==> src/rtl/frame_capture_writer.sv <==
// frame_capture_writer
//   Captures one camera frame (RGB565 stream) into the RGB444 frame buffer
//   through its write port A. A capture request arms the block; writing only
//   begins after the next frame boundary so a partial frame is never stored.
//   Every output is registered; a valid pixel appears on the write port one
//   cycle later.
//
//   Optional build macro: CAPTURE_CONTINUOUS_EN
//     defined   - back-to-back frames while capture_req stays high
//     undefined - single-shot capture
module frame_capture_writer #(
    parameter int H_PIXELS = 640,
    parameter int V_PIXELS = 480,
    parameter int ADDR_W   = 19
) (
    input  logic              clk_25mhz,
    input  logic              reset_n,
    input  logic [15:0]       pixel_in,
    input  logic              pixel_valid,
    input  logic              frame_done,
    input  logic              capture_req,
    output logic [11:0]       memory_data,
    output logic [ADDR_W-1:0] memory_addr,
    output logic              memory_we,
    output logic              busy,
    output logic              capture_done,
    output logic              short_frame
);

    localparam logic [ADDR_W-1:0] LAST_ADDR = ADDR_W'(H_PIXELS * V_PIXELS - 1);
    localparam logic [ADDR_W-1:0] ADDR_ZERO = {ADDR_W{1'b0}};
    localparam logic [ADDR_W-1:0] ADDR_ONE  = ADDR_W'(1);

    typedef enum logic [1:0] {
        ST_IDLE    = 2'd0,
        ST_ARMED   = 2'd1,
        ST_CAPTURE = 2'd2,
        ST_DONE    = 2'd3
    } state_t;

    state_t            state_r;
    state_t            state_next_s;
    logic [ADDR_W-1:0] count_r;
    logic [ADDR_W-1:0] count_next_s;
    logic              req_d_r;
    logic              req_rise_s;
    logic [11:0]       data_next_s;
    logic [ADDR_W-1:0] addr_next_s;
    logic              we_next_s;
    logic              busy_next_s;
    logic              done_next_s;
    logic              short_next_s;

    // RGB565 -> RGB444 by keeping the top bits of each channel (no rounding).
    function automatic logic [11:0] rgb565_to_rgb444(input logic [15:0] px);
        return {px[15:12], px[10:7], px[4:1]};
    endfunction

    assign req_rise_s = capture_req & ~req_d_r;

    // Next-state, pixel counter and next values of every registered output.
    always_comb begin
        state_next_s = state_r;
        count_next_s = count_r;
        data_next_s  = memory_data;
        addr_next_s  = memory_addr;
        we_next_s    = 1'b0;
        short_next_s = short_frame;

        case (state_r)
            ST_IDLE: begin
                if (req_rise_s) begin
                    state_next_s = ST_ARMED;
                    short_next_s = 1'b0;
                end else begin
                    state_next_s = ST_IDLE;
                end
            end
            ST_ARMED: begin
                // Pixels here belong to a frame already in flight: dropped.
                if (frame_done) begin
                    state_next_s = ST_CAPTURE;
                    count_next_s = ADDR_ZERO;
                end else begin
                    state_next_s = ST_ARMED;
                end
            end
            ST_CAPTURE: begin
                if (pixel_valid) begin
                    we_next_s    = 1'b1;
                    data_next_s  = rgb565_to_rgb444(pixel_in);
                    addr_next_s  = count_r;
                    count_next_s = count_r + ADDR_ONE;
                    if (count_r == LAST_ADDR) begin
                        // Frame complete, even if frame_done coincides.
                        state_next_s = ST_DONE;
                    end else if (frame_done) begin
                        short_next_s = 1'b1;
                        state_next_s = ST_DONE;
                    end else begin
                        state_next_s = ST_CAPTURE;
                    end
                end else if (frame_done) begin
                    short_next_s = 1'b1;
                    state_next_s = ST_DONE;
                end else begin
                    state_next_s = ST_CAPTURE;
                end
            end
            ST_DONE: begin
`ifdef CAPTURE_CONTINUOUS_EN
                if (capture_req) begin
                    state_next_s = ST_ARMED;
                end else begin
                    state_next_s = ST_IDLE;
                end
`else
                state_next_s = ST_IDLE;
`endif
            end
            default: begin
                state_next_s = ST_IDLE;
            end
        endcase

`ifdef CAPTURE_CONTINUOUS_EN
        // Stay busy across the DONE gap between back-to-back frames.
        busy_next_s = (state_next_s != ST_IDLE);
`else
        busy_next_s = (state_next_s == ST_ARMED) || (state_next_s == ST_CAPTURE);
`endif
        done_next_s = (state_next_s == ST_DONE);
    end

    // State, counter, request edge detector and registered outputs.
    always_ff @(posedge clk_25mhz or negedge reset_n) begin
        if (!reset_n) begin
            state_r      <= ST_IDLE;
            count_r      <= ADDR_ZERO;
            req_d_r      <= 1'b0;
            memory_data  <= 12'h000;
            memory_addr  <= ADDR_ZERO;
            memory_we    <= 1'b0;
            busy         <= 1'b0;
            capture_done <= 1'b0;
            short_frame  <= 1'b0;
        end else begin
            state_r      <= state_next_s;
            count_r      <= count_next_s;
            req_d_r      <= capture_req;
            memory_data  <= data_next_s;
            memory_addr  <= addr_next_s;
            memory_we    <= we_next_s;
            busy         <= busy_next_s;
            capture_done <= done_next_s;
            short_frame  <= short_next_s;
        end
    end

endmodule

==> config.mk <==
export PLATFORM = sky130hd
export DESIGN_NAME = frame_capture_writer
export DESIGN_NICKNAME = d
export VERILOG_FILES = /design/src/rtl/frame_capture_writer.sv
export SDC_FILE = /design/constraint.sdc
export NUM_CORES = 1
export LEC_CHECK = 0
export CAP_MARGIN = 20
export CORE_UTILIZATION = 50
export CTS_CLUSTER_DIAMETER = 120
export DETAILED_ROUTE_END_ITERATION = 10
export PLACE_DENSITY = 0.8
export SYNTH_ARGS = -nofsm -noshare
export SYNTH_HDL_FRONTEND = slang
export SYNTH_SLANG_ARGS = --single-unit
export TNS_END_PERCENT = 50
==> constraint.sdc <==
create_clock -name clk_25mhz -period 2.15 [get_ports clk_25mhz]
set_input_delay 0.215 -clock clk_25mhz [delete_from_list [all_inputs] [get_ports clk_25mhz]]
set_output_delay 0.215 -clock clk_25mhz [all_outputs]
set_load 0.02 [all_outputs]
Word-level counts from Yosys, hierarchy flattened
Cells that the tools add are included.
{"block": "op_classes", "n_eq_ne": 11, "muxes": 16, "n_bitwise": 2, "n_reduce_logical": 7, "n_addsub": 1}
{"cell": "$mux 19", "n": 2}
{"cell": "$pmux 19 s2", "n": 1}
{"cell": "$add 19x1->19 const B", "n": 1}
{"cell": "$eq 19x19->1 const B", "n": 1}
{"cell": "$mux 1", "n": 9}
{"cell": "$eq 2x2->1 const B", "n": 4}
{"cell": "$pmux 2 s4", "n": 1}
{"cell": "$ne 2x2->1 const B", "n": 3}
{"cell": "$reduce_and 3->1", "n": 2}
{"cell": "$eq 2x1->1 const B", "n": 2}
{"cell": "$mux 2", "n": 2}
{"cell": "$reduce_bool 2->1", "n": 2}
{"cell": "$ne 3x3->1 const B", "n": 1}
{"cell": "$logic_not 2->1", "n": 1}
{"cell": "$pmux 1 s2", "n": 1}
{"cell": "$reduce_and 2->1", "n": 1}
{"cell": "$and 1x1->1", "n": 1}
{"cell": "$logic_or 1x1->1", "n": 1}
{"cell": "$not 1->1", "n": 1}
{"block": "totals", "inputBits": 21, "elab_cells": 46, "reg_bits": 57}

Longest topological paths before layout
{"block": "logic_depth", "word_depth": 6, "ltp_mapped": 7, "depth_no_buf": 5}

Worst setup path before layout
OpenSTA, ideal clock, no wires.
{"block": "synth_path", "kind": "reg-to-reg", "start": "register count_r[1]", "end": "register count_r[14]", "setup_time_ns": 0.077, "required_ns": 2.073, "synth_period_minus_slack_ns": 1.679, "slack_ns": 0.471, "arrival_ns": 1.601, "stages_incl_launch_ff": 6, "path_cell_list": "dfrtp_1 -> ha_1 -> nand3_1 -> a2111o_1 -> or3_1 -> a21oi_1"}
{"block": "synth_via", "elab_chain_len": 3}
{"item": "start: declaration", "line_no": "43", "source": "logic [ADDR_W-1:0] count_r;"}
{"item": "start signal: assignment", "line_no": "149", "source": "count_r <= count_next_s;"}
{"item": "$add 19x1->19", "line_no": "93", "source": "count_next_s = count_r + ADDR_ONE;"}
{"item": "$mux 19", "line_no": "89", "source": "if (pixel_valid) begin"}
{"item": "$pmux 19 s2", "line_no": "70", "source": "case (state_r)"}
Every way passes these cells. The select of a mux whose other input is x is not followed.
A chain may end at the register's enable or synchronous reset.

Final worst setup path
{"block": "layout_path", "start": "register count_r[1]", "end": "register count_r[16]"}
The elaborated chain is that of the path after synthesis.

==> metrics.md <==
| Metric | Value |
|---|---|
| Root Driver | clkbuf_8 |
| Post-route ant nets | 0 |
| Worst rel slew slack | 0.579 |
| # placed instances | approximately 370 |
| Ports | 56 |
| Total Nets Final | 337 |
| Clk_lat worst skew | 0.33 ns |
| Endpoints failing setup | 0 |
| Largest net degree at the start of global routing | 45 |
| Post-synth EDFFs | 0 |
| Die area | 5230 um2 |
| RSZ-0062 raised after global routing | false |
| Status | finished, final reports clean |
| Period minus WS final | 1.92 ns |
| Reg power frac | 0.432 |
| Std-Cell Rows | 25 |
| Global-route wire length before repair | 8290 um |
| Period utilization | 0.891 |
| CTS tree | done |
| Inserted Clock Buffers | 9 |
| Req. time, crit path | 2.41 ns |
| Mapped Cells | 257 |
| Vias in the first global route | around 1900 |
| Grt ovf | 0 |
| GRT Total Usage | 0.210 |
| Core area | 4720 um2 |
| Most used DFF post-synth | dfrtp_1 |
| # diodes | 0 |
| Fmax achieved | around 520 MHz |
| Storage cell area | 1430 um2 |
| Count of unique library cells instantiated by Yosys | 35 |
| CP Launch Type | flip-flop |
| Max clock buf depth | 2 |
| Post-synth top area share | 0.578 |
| Total wire length | 4890 um |
| CP endpoint kind | flip-flop |
| Worst-path clk slew | 0.06 ns |
| IO Port Bufs | 51 |
| Routed WL per cell | 12.7 um |
| Overall power | 3330 uW |
| Clk_skew | 0.00605 ns |
| Initial Util | 0.523 |
| Net switching power | 1100 uW |
| Routability cong. | 0.761 |
| Hold Fails Final Rpt | 0 |
| Comb pwr share | 0.308 |
| Fin cells | 386 |
| CP Max Fanout | 7 |
| Via/cell ratio | 5.13 |
| Most numerous cell in the Yosys netlist | nand2_1 |
| Pwr dens | 1030 nW/um2 |
| PostCTS Resize Cnt | 0 |
| Synth Cell Area | 2470 um2 |
| Dpl hpwl | about 3200 um |
| Layout area overhead | 30.7% |
| Die H | 72.3 um |
| CTS H-Tree Depth | 3 |
| VDD IR max | 647 uV |
| Share of the yosys chip area belonging to registers | 0.578 |
| Synth Net Count | 280 |
| Worst slew pin tran | 0.632 ns |
| Critical path class | reg -> reg |
| Synth area leaders | dfrtp_1 (58%), nand2_1 (15%), xnor2_1 (2.1%) |
| Die Span X | 72.3 um |
| DR vias | 1982 |
| Yosys top cell by area | dfrtp_1 |
| Yosys warning count | 0 |
| Setup WS post-layout | 0.235 ns |
| # fillers | 371 |
| Leakage | 0.00153 uW |
| Switching Share | 0.332 |
| Multi-input logic area | 966 um2 |
| DRC | 0 |
| Setup TNS | 0 ns |
| Fin. max-slew vios | 0 |
| Crit path DAT | 2.17 ns |
| MaxCap Viol Count | 0 |
| Share of layout cells above drive strength 1 | 0.0784 |
| Clock power frac | 0.260 |
| First DRT Iteration DRCs | 120 |
| Internal | 2220 uW |
| Yosys reg bits | 57 |
| Hold WC Path Type | in -> reg |
| Post-synth top cells | nand2_1 (96), dfrtp_1 (57), a21oi_1 (10), nor2_1 (9), o21ai_0 (9) |
| Initial antenna violation count | 0 |
| R2R Setup Slk | 0.23 ns |
| Pre-CTS setup slack | 0.157 ns |
| Post-synth ARST share | 1.00 |
| Setup fix buffers added after clock tree synthesis | 0 |
| First-pass DRT Iterations | 4 |
| Clock sink count | 57 |
| Mean post-synth cell area | 9.61 um2 |
worst max-delay path: stages (launching register included):
cell,delay [ns]
dfrtp_1,0.43
ha_1,0.20
nand3_1,0.21
a2111o_1,0.51
or3_1,0.34
a21oi_1,0.15
sequential cells by signal (all words and copies together), names as in the netlist:
name          flops
req_d_r           1
short_frame       1
memory_addr      19
state_r           2
count_r          19
capture_done      1
memory_data      12
memory_we         1
busy              1
power by group through the flow:
stage          combinational, uW  clock, uW  sequential, uW
2_1_floorplan                427          0            1610
3_3_place_gp                1010          0            1450
3_5_place_dp                1030          0            1450
4_1_cts                     1040        890            1440
5_1_grt                     1120        943            1460
6_report                    1020        866            1440
layout by cell type (no fill, tap or decap), drive strengths merged:
cell           Yosys  final
and3b              1      1
nor3               3      3
dfrtp             57     57
o41ai              2      2
clkdlybuf4s50      0     50
or3                5      5
nor4               3      3
o311ai             1      1
nand4              6      6
or4                3      3
a2111o             1      1
a21oi             10     10
nand3b             2      2
dlygate4sd3        0      1
xor2               2      2
o31ai              5      5
nor2               9      9
and4               2      2
inv                5      5
o31a               2      2
nand3              5      5
nor4b              1      1
nand4b             1      1
xnor2              6      6
clkinv             0      3
o21ai             10     10
or2                1      1
clkbuf             6     13
nor2b              3      3
nand2             96     96
buf                6      7
ha                 2      2
o22ai              1      1
metal layers:
metal,vias up,part of all wire,routed length [um],global-route usage
met5,-,0,0,0
met4,0,0.018,88,0.129
met3,12,0.049,240,0.0472
met2,59,0.47,2300,0.334
met1,928,0.46,2260,0.262
li1,983,-,-,-
logic make-up (layout without fill, tap and decap cells):
family,after synthesis,count (layout),share of synthesized area
buf+inv,17,79,0.0314
compound gates,32,32,0.0821
fa+ha+maj,2,2,0.0101
flops,57,57,0.578
simple gates,141,141,0.271
xor+xnor,8,8,0.0284
timing repair:
| item | in CTS | in global routing |
|---|---|---|
| setup endpoints to repair | 0 | 0 |
| hold endpoints to repair | 26 | 0 |
| hold buffers | 1 | 0 |
final timing paths:
path / start / to / depth (start not counted)
max in group asynchronous: reset_n / count_r[2] / 3
setup / recovery: count_r[1] / count_r[16] / 5
hold / removal: capture_req / req_d_r / 1
hold reg to reg: memory_data[11] / memory_data[11] / 2
setup reg to reg: count_r[1] / count_r[16] / 5
min in group asynchronous: reset_n / memory_data[11] / 2
layout make-up:
class | count | area share
Clock buffer | 13 | 0.0492
Clock inverter | 3 | 0.00465
Inverter | 5 | 0.00581
Multi-Input combinational cell | 183 | 0.299
Sequential cell | 57 | 0.442
Tap cell | 67 | 0.0260
Timing Repair Buffer | 58 | 0.174
through the flow:
step / cell area (um2) / hold slack, ns / utilization
floorplan: 2470 / -0.0806 / -
global placement: 3050 / 0.265 / 0.645
detailed placement: 3050 / 0.266 / 0.645
CTS: 3230 / 0.361 / 0.684
global route: 3230 / 0.381 / 0.684
finish: 3230 / 0.370 / 0.684
(Power assumes the default switching activity.)
